File: src/rtl/ifu_pc_unit_pkg.sv
// ---------------------------------------------------------------------------
// ifu_pc_unit_pkg
//   Shared address-map and next-PC constants for the instruction fetch unit.
//
//   Contents:
//     npc_sel_e           - next-PC mode encoding driven by the decode stage
//     *_DEFAULT constants - reset PC, exception handler entry and the legal
//                           instruction-memory window
//     branch_disp()       - sign-extended, word-scaled branch displacement
//     is_link()           - true for the modes that write a return address
// ---------------------------------------------------------------------------
package ifu_pc_unit_pkg;

  // Next-PC mode selected by the decode stage. NPC_RSVD behaves as NPC_SEQ.
  typedef enum logic [2:0] {
    NPC_SEQ    = 3'b000,
    NPC_BRANCH = 3'b001,
    NPC_J      = 3'b010,
    NPC_JR     = 3'b011,
    NPC_JAL    = 3'b100,
    NPC_JALR   = 3'b101,
    NPC_RET    = 3'b110,
    NPC_RSVD   = 3'b111
  } npc_sel_e;

  // Address map of the fetch side.
  localparam logic [31:0] PC_INIT_DEFAULT      = 32'h0000_3000;
  localparam logic [31:0] HANDLE_START_DEFAULT = 32'h0000_4180;
  localparam logic [31:0] IM_BASE_DEFAULT      = 32'h0000_3000;
  localparam logic [31:0] IM_BYTES_DEFAULT     = 32'h0000_4000;

  // Branch immediates count instructions, so the displacement is the
  // sign-extended offset scaled by four.
  function automatic logic [31:0] branch_disp(input logic [15:0] offset);
    return {{14{offset[15]}}, offset, 2'b00};
  endfunction

  // jal and jalr are the only modes that produce a return address.
  function automatic logic is_link(input logic [2:0] sel);
    return (sel == NPC_JAL) || (sel == NPC_JALR);
  endfunction

endpackage

File: src/rtl/ifu_ras.sv
// ---------------------------------------------------------------------------
// ifu_ras
//   Circular return-address stack. A push when full overwrites the oldest
//   entry; a pop when empty is ignored. Entry storage is not reset -- only
//   the pointer and count are, and the top reads as 0 while count is 0.
//
//   Parameters:
//     ADDR_W - width of a stored address
//     DEPTH  - number of entries (power of two, 2..16)
//
//   Ports:
//     clk, reset  - clock, asynchronous active-high reset
//     push        - write push_data as the new top entry
//     pop         - discard the top entry
//     push_data   - return address to store
//     top         - most recent valid entry, 0 when empty
//     count       - number of valid entries, saturates at DEPTH
// ---------------------------------------------------------------------------
module ifu_ras #(
  parameter int ADDR_W = 32,
  parameter int DEPTH  = 4
) (
  input  logic                    clk,
  input  logic                    reset,
  input  logic                    push,
  input  logic                    pop,
  input  logic [ADDR_W-1:0]       push_data,
  output logic [ADDR_W-1:0]       top,
  output logic [$clog2(DEPTH):0]  count
);

  localparam int PTR_W = $clog2(DEPTH);
  localparam int CNT_W = PTR_W + 1;

  localparam logic [PTR_W-1:0] PTR_ONE    = {{(PTR_W-1){1'b0}}, 1'b1};
  localparam logic [CNT_W-1:0] CNT_ONE    = {{(CNT_W-1){1'b0}}, 1'b1};
  localparam logic [CNT_W-1:0] COUNT_FULL = CNT_W'(DEPTH);

  logic [ADDR_W-1:0] entries [DEPTH];

  // ptr is the slot the next push writes; the top entry sits one below it.
  // Because DEPTH is a power of two the pointer wraps naturally, which is
  // what makes an overflowing push replace the oldest entry.
  logic [PTR_W-1:0] ptr;
  logic [PTR_W-1:0] top_idx;
  logic             empty;
  logic             full;

  assign top_idx = ptr - PTR_ONE;
  assign empty   = (count == '0);
  assign full    = (count == COUNT_FULL);

  // Pointer and occupancy. The fetch unit never pushes and pops in the same
  // cycle; if it ever did, the push would take effect and the pop would be
  // dropped.
  always_ff @(posedge clk or posedge reset) begin
    if (reset) begin
      ptr   <= '0;
      count <= '0;
    end else if (push) begin
      ptr <= ptr + PTR_ONE;
      if (!full) begin
        count <= count + CNT_ONE;
      end
    end else if (pop && !empty) begin
      ptr   <= ptr - PTR_ONE;
      count <= count - CNT_ONE;
    end
  end

  // Entry storage carries no reset; stale contents are masked by count.
  always_ff @(posedge clk) begin
    if (push) begin
      entries[ptr] <= push_data;
    end
  end

  assign top = empty ? '0 : entries[top_idx];

endmodule

File: src/rtl/ifu_pc_unit.sv
// ---------------------------------------------------------------------------
// ifu_pc_unit
//   Fetch-stage program counter with next-PC selection, exception redirect,
//   fetch address checking and a return-address stack used to predict
//   "jr $ra" targets. The PC always follows the resolved target; the stack
//   only reports whether its prediction would have been right.
//
//   Parameters:
//     ADDR_W       - PC width (29..32)
//     PC_INIT      - PC loaded on reset
//     HANDLE_START - exception handler entry
//     IM_BASE      - lowest legal fetch address
//     IM_BYTES     - size of the legal fetch window
//     RAS_DEPTH    - return-address-stack entries (power of two, 2..16)
//
//   Ports:
//     clk, reset   - clock, asynchronous active-high reset
//     stall        - hold the F-stage PC
//     req          - exception redirect to HANDLE_START (overrides stall)
//     eret         - return from exception to epc
//     epc          - exception return address
//     npc_sel      - next-PC mode (see npc_sel_e)
//     branch_taken - branch compare result from decode
//     pc_d         - address of the instruction in decode
//     offset       - branch immediate
//     instr_index  - jump index
//     rs_val       - register jump target
//     pc           - current fetch PC
//     adel         - fetch address error (misaligned or outside the window)
//     ras_top      - predicted return target
//     ras_count    - valid stack entries
//     ras_miss     - one-cycle flag: the last accepted return was mispredicted
// ---------------------------------------------------------------------------
module ifu_pc_unit
  import ifu_pc_unit_pkg::*;
#(
  parameter int          ADDR_W       = 32,
  parameter logic [31:0] PC_INIT      = PC_INIT_DEFAULT,
  parameter logic [31:0] HANDLE_START = HANDLE_START_DEFAULT,
  parameter logic [31:0] IM_BASE      = IM_BASE_DEFAULT,
  parameter logic [31:0] IM_BYTES     = IM_BYTES_DEFAULT,
  parameter int          RAS_DEPTH    = 4
) (
  input  logic                       clk,
  input  logic                       reset,
  input  logic                       stall,
  input  logic                       req,
  input  logic                       eret,
  input  logic [ADDR_W-1:0]          epc,
  input  logic [2:0]                 npc_sel,
  input  logic                       branch_taken,
  input  logic [ADDR_W-1:0]          pc_d,
  input  logic [15:0]                offset,
  input  logic [25:0]                instr_index,
  input  logic [ADDR_W-1:0]          rs_val,
  output logic [ADDR_W-1:0]          pc,
  output logic                       adel,
  output logic [ADDR_W-1:0]          ras_top,
  output logic [$clog2(RAS_DEPTH):0] ras_count,
  output logic                       ras_miss
);

  localparam logic [ADDR_W-1:0] PC_RESET   = PC_INIT[ADDR_W-1:0];
  localparam logic [ADDR_W-1:0] HANDLER_PC = HANDLE_START[ADDR_W-1:0];
  localparam logic [ADDR_W-1:0] INCR_4     = {{(ADDR_W-3){1'b0}}, 3'd4};
  localparam logic [ADDR_W-1:0] INCR_8     = {{(ADDR_W-4){1'b0}}, 4'd8};

  // The window bounds are compared one bit wider than 32 so that a window
  // ending exactly at 2^32 does not wrap to zero.
  localparam logic [32:0] WIN_LO = {1'b0, IM_BASE};
  localparam logic [32:0] WIN_HI = {1'b0, IM_BASE} + {1'b0, IM_BYTES};

  logic [ADDR_W-1:0] seq_pc;
  logic [ADDR_W-1:0] branch_pc;
  logic [ADDR_W-1:0] jump_pc;
  logic [ADDR_W-1:0] target_pc;
  logic [ADDR_W-1:0] next_pc;
  logic [ADDR_W-1:0] link_pc;
  logic [31:0]       disp;
  logic [32:0]       pc_wide;

  logic accepted;
  logic ras_push;
  logic ras_pop;
  logic ras_empty;

  // ---------------------------------------------------------------------
  // Candidate targets
  // ---------------------------------------------------------------------
  assign disp    = branch_disp(offset);
  assign seq_pc  = pc + INCR_4;
  assign jump_pc = {pc_d[ADDR_W-1:28], instr_index, 2'b00};
  assign link_pc = pc_d + INCR_8;

  // A not-taken branch falls through from the fetch PC, not from pc_d.
  assign branch_pc = branch_taken ? (pc_d + INCR_4 + disp[ADDR_W-1:0]) : seq_pc;

  // Target chosen by the decode-stage mode. Returns always follow rs_val;
  // the stack is a predictor only and never steers the PC.
  always_comb begin
    target_pc = seq_pc;
    case (npc_sel)
      NPC_SEQ:    target_pc = seq_pc;
      NPC_BRANCH: target_pc = branch_pc;
      NPC_J:      target_pc = jump_pc;
      NPC_JAL:    target_pc = jump_pc;
      NPC_JR:     target_pc = rs_val;
      NPC_JALR:   target_pc = rs_val;
      NPC_RET:    target_pc = rs_val;
      default:    target_pc = seq_pc;
    endcase
  end

  // ---------------------------------------------------------------------
  // Next-PC priority: exception redirect beats everything (including a
  // stall), then stall holds, then eret, then the decoded target.
  // ---------------------------------------------------------------------
  always_comb begin
    next_pc = target_pc;
    if (req) begin
      next_pc = HANDLER_PC;
    end else if (stall) begin
      next_pc = pc;
    end else if (eret) begin
      next_pc = epc;
    end
  end

  always_ff @(posedge clk or posedge reset) begin
    if (reset) begin
      pc <= PC_RESET;
    end else begin
      pc <= next_pc;
    end
  end

  // ---------------------------------------------------------------------
  // Fetch address check
  // ---------------------------------------------------------------------
  assign pc_wide = {{(33-ADDR_W){1'b0}}, pc};
  assign adel    = (pc[1:0] != 2'b00) || (pc_wide < WIN_LO) || (pc_wide >= WIN_HI);

  // ---------------------------------------------------------------------
  // Return-address stack
  // ---------------------------------------------------------------------
  // The stack only moves when the decoded control transfer is the one that
  // actually steers the PC this cycle.
  assign accepted  = !req && !stall && !eret;
  assign ras_push  = accepted && is_link(npc_sel);
  assign ras_pop   = accepted && (npc_sel == NPC_RET);
  assign ras_empty = (ras_count == '0);

  ifu_ras #(
    .ADDR_W (ADDR_W),
    .DEPTH  (RAS_DEPTH)
  ) u_ras (
    .clk       (clk),
    .reset     (reset),
    .push      (ras_push),
    .pop       (ras_pop),
    .push_data (link_pc),
    .top       (ras_top),
    .count     (ras_count)
  );

  // The prediction is judged against the top as it stood before the pop.
  always_ff @(posedge clk or posedge reset) begin
    if (reset) begin
      ras_miss <= 1'b0;
    end else begin
      ras_miss <= ras_pop && (ras_empty || (ras_top != rs_val));
    end
  end

endmodule

File: config.mk
export PLATFORM = sky130hd
export DESIGN_NAME = ifu_pc_unit
export DESIGN_NICKNAME = d
export VERILOG_FILES = /design/src/rtl/ifu_pc_unit_pkg.sv /design/src/rtl/ifu_ras.sv /design/src/rtl/ifu_pc_unit.sv
export SDC_FILE = /design/constraint.sdc
export NUM_CORES = 1
export LEC_CHECK = 0
export BUFFER_PORTS_ARGS = -buffer_cell sky130_fd_sc_hd__buf_2
export CAP_MARGIN = 20
export CORE_MARGIN = 3
export CORE_UTILIZATION = 55
export DETAILED_ROUTE_END_ITERATION = 6
export GPL_ROUTABILITY_DRIVEN = 0
export PLACE_DENSITY = 0.79
export SLEW_MARGIN = 25
export SYNTH_ARGS = -nofsm -noshare
export SYNTH_HDL_FRONTEND = slang
export SYNTH_SLANG_ARGS = --single-unit
File: constraint.sdc
create_clock -name clk -period 4.1 [get_ports clk]
set_input_delay 0.82 -clock clk [delete_from_list [all_inputs] [get_ports clk]]
set_output_delay 0.82 -clock clk [all_outputs]
set_load 0.01 [all_outputs]
==> flow_summary.json <==
{
  "initialDrtViolationCount": 1217,
  "post_cts_buffers": 0,
  "reg2reg_from": "u_ras.ptr[1]",
  "maxCapViolCount": 0,
  "fin_crit_sh": 0.830,
  "cp-start-kind": "primary input",
  "cts.clk_slew.worst_paths_ns": 0.08,
  "hpwl_um": 27500,
  "post_drt_wl_per_cell_um": 23.2,
  "io_pins": 216,
  "cts_tree": "built",
  "drc": 0,
  "num-nets-final": 1506,
  "worstSkewPairLatency_ns": 0.44,
  "r2r_cells": 10,
  "timing.final.max_slew_violations": 0,
  "yosysWarnings": 0,
  "dr_total_vias": 10200,
  "ir_worst_vdd_mv": 0.326,
  "areaGrowthSynthToFinish_pct": 17.1,
  "initial_core_util": 0.562,
  "worst-setup-path-type": "primary input to register",
  "hold_path_class": "primary input to async pin",
  "antenna_left": 0,
  "grt_setup_unrepaired": "no",
  "worstMarginPinSlew_ns": 0.869,
  "antenna_found_initial": 3,
  "die-height_um": 150,
  "fin_hold_ws_ns": 0.550,
  "cts_buffers": 17,
  "fin_crit_ns": 3.40,
  "netlist_area_um2": 11400,
  "fill_cells": 1612,
  "grt_max_degree": 43,
  "power_mw": 6.58,
  "end_kind": "register",
  "cts-resized-gates": 0,
  "die_area_um2": 22500,
  "design.core.area_um2": 20300,
  "grt_use_total": 0.321,
  "ys_ff_latch": 166,
  "synth_cell_types": 70,
  "synth_edf_count": 128,
  "netlist_instances": 1093,
  "clk_path_buf_depth": 2,
  "max_freq_mhz": 294,
  "grt_first_pass_wirelength_um": 54100,
  "rr_endpoint": "ras_miss",
  "synth.avg_cell_area_um2": 10.4,
  "critPathRequiredTime_ns": 4.40,
  "yosysSeqAreaShare": 0.421,
  "synth_ff_type": "edfxtp_1",
  "ys_async_sr_fraction": 0.229,
  "clockRootBuffer": "clkbuf_16",
  "cts_max_level": 4,
  "syn_nets": 1306,
  "wl_um": 36500,
  "via_per_inst": 6.49,
  "status": "finished clean",
  "fin_skew_ns": 0.0140,
  "std_cell_rows": 52,
  "leakagePower_nw": 5.37,
  "power.density_nw_per_um2": 493,
  "n_antenna_cell": 0,
  "crit_fanout": 6,
  "grt_overflow": 0,
  "critical_path_arrival_ns": 3.70,
  "drive_above_1_share": 0.229,
  "slew_headroom": 0.420,
  "first_pass_iters": 6,
  "port_buffers": 215,
  "reg2reg_slack_ns": 0.98,
  "hold_viol_final": 0,
  "setup_viol": 0,
  "fin_tns_setup_ns": 0,
  "grt_pass1_vias": 9291,
  "clock-sinks": 166,
  "die_w_um": 150,
  "hold_buffers": 0
}
==> area by class of cell <==
cell class | instances | area, um^2 | share of cell area
clock inverter | 15 | 196 | 0.0147
multi-input combinational | 839 | 6220 | 0.466
inverter | 33 | 124 | 0.00928
tap | 270 | 338 | 0.0253
sequential | 166 | 4800 | 0.359
timing repair buffer | 236 | 1250 | 0.0933
clock buffer | 17 | 425 | 0.0319
==> cells in the mapped netlist, types with 34 or more instances <==
master | n | area share
dfrtp_1 | 36 | 0.079
nor2_1 | 78 | 0.026
xnor2_1 | 57 | 0.044
nand3_1 | 34 | 0.015
and2_1 | 37 | 0.020
nand2_1 | 84 | 0.028
edfxtp_1 | 128 | 0.34
xor2_1 | 53 | 0.041
ha_1 | 64 | 0.070
clkbuf_1 | 42 | 0.014
a21oi_1 | 83 | 0.036
o21ai_0 | 64 | 0.028
==> critical path, cell delays in order <==
cell and delay, ns:
buf_2 0.14, ha_1 0.29, ha_1 0.16, inv_1 0.05, fa_1 0.38, nand2b_1 0.18
a21o_1 0.18, a2111oi_1 0.39, buf_4 0.20, o2111ai_1 0.17, a211oi_1 0.38, o21a_1 0.16
o21a_1 0.13, o22ai_1 0.07
==> logic make-up after synthesis <==
| family | after synthesis | synth area share |
|---|---|---|
| simple gates | 337 | 0.146 |
| compound gates | 274 | 0.155 |
| flops | 166 | 0.421 |
| xor+xnor | 110 | 0.0845 |
| buf+inv | 88 | 0.0338 |
| fa+ha+maj | 72 | 0.0790 |
| mux | 46 | 0.0805 |
==> cell usage in the layout (no fill, tap or decap), types with 8 or more instances in the layout <==
cell type	count
inv_1	32
buf_4	20
xor2_1	53
ha_1	64
nand2_1	84
a221oi_1	16
and2_1	37
o221ai_1	13
nand4_1	17
nor3_1	16
edfxtp_1	128
a211oi_1	15
dfrtp_1	35
nand3_1	34
buf_2	215
nor4_1	17
clkbuf_16	17
o21ai_0	64
and3_1	18
nor2_1	78
mux4_1	15
mux4_2	17
xnor2_1	57
o21a_1	9
a21oi_1	83
a31oi_1	8
mux2i_1	13
==> state kept, by name, summed over array words and instances (netlist names) <==
register and cells:
pc 32, u_ras.count 3, u_ras.ptr 2, u_ras.entries 128, ras_miss 1
==> worst max path at each step <==
stage                     slack (ns)       from  endpoint
after CTS                       0.73    pc_d[3]    pc[29]
final                           0.70    pc_d[3]    pc[29]
after global routing            0.51    pc_d[3]    pc[29]
after global placement          0.41    pc_d[3]    pc[29]
after detailed placement        0.28    pc_d[3]    pc[29]
after floorplan                 0.71  offset[1]    pc[29]
==> report_power, final <==
| part | total [mW] | internal (mW) | switching [mW] |
|---|---|---|---|
| registers | 1.97 | 1.88 | 0.0892 |
| clock network | 1.68 | 0.887 | 0.791 |
| logic | 2.93 | 1.23 | 1.69 |
==> metrics by stage <==
stage / instance area (um^2) / setup WS, ns / utilization / cells
6_report: 13400 / 0.697 / 0.658 / 1576
2_1_floorplan: 11400 / 0.712 / - / 1093
5_1_grt: 13400 / 0.512 / 0.658 / 1576
4_1_cts: 13300 / 0.735 / 0.658 / 1576
3_3_place_gp: 12700 / 0.412 / 0.627 / 1544
3_5_place_dp: 12700 / 0.282 / 0.627 / 1544
==> layer usage <==
layer	GRT usage	vias to the layer above	part of all wire
met4	0.130	6	0.044
met1	0.433	4855	0.38
met3	0.0957	111	0.13
met2	0.487	690	0.45
met5	0	-	0.00082
li1	-	4567	-
No activity file was read; power rests on OpenSTA's default activity.
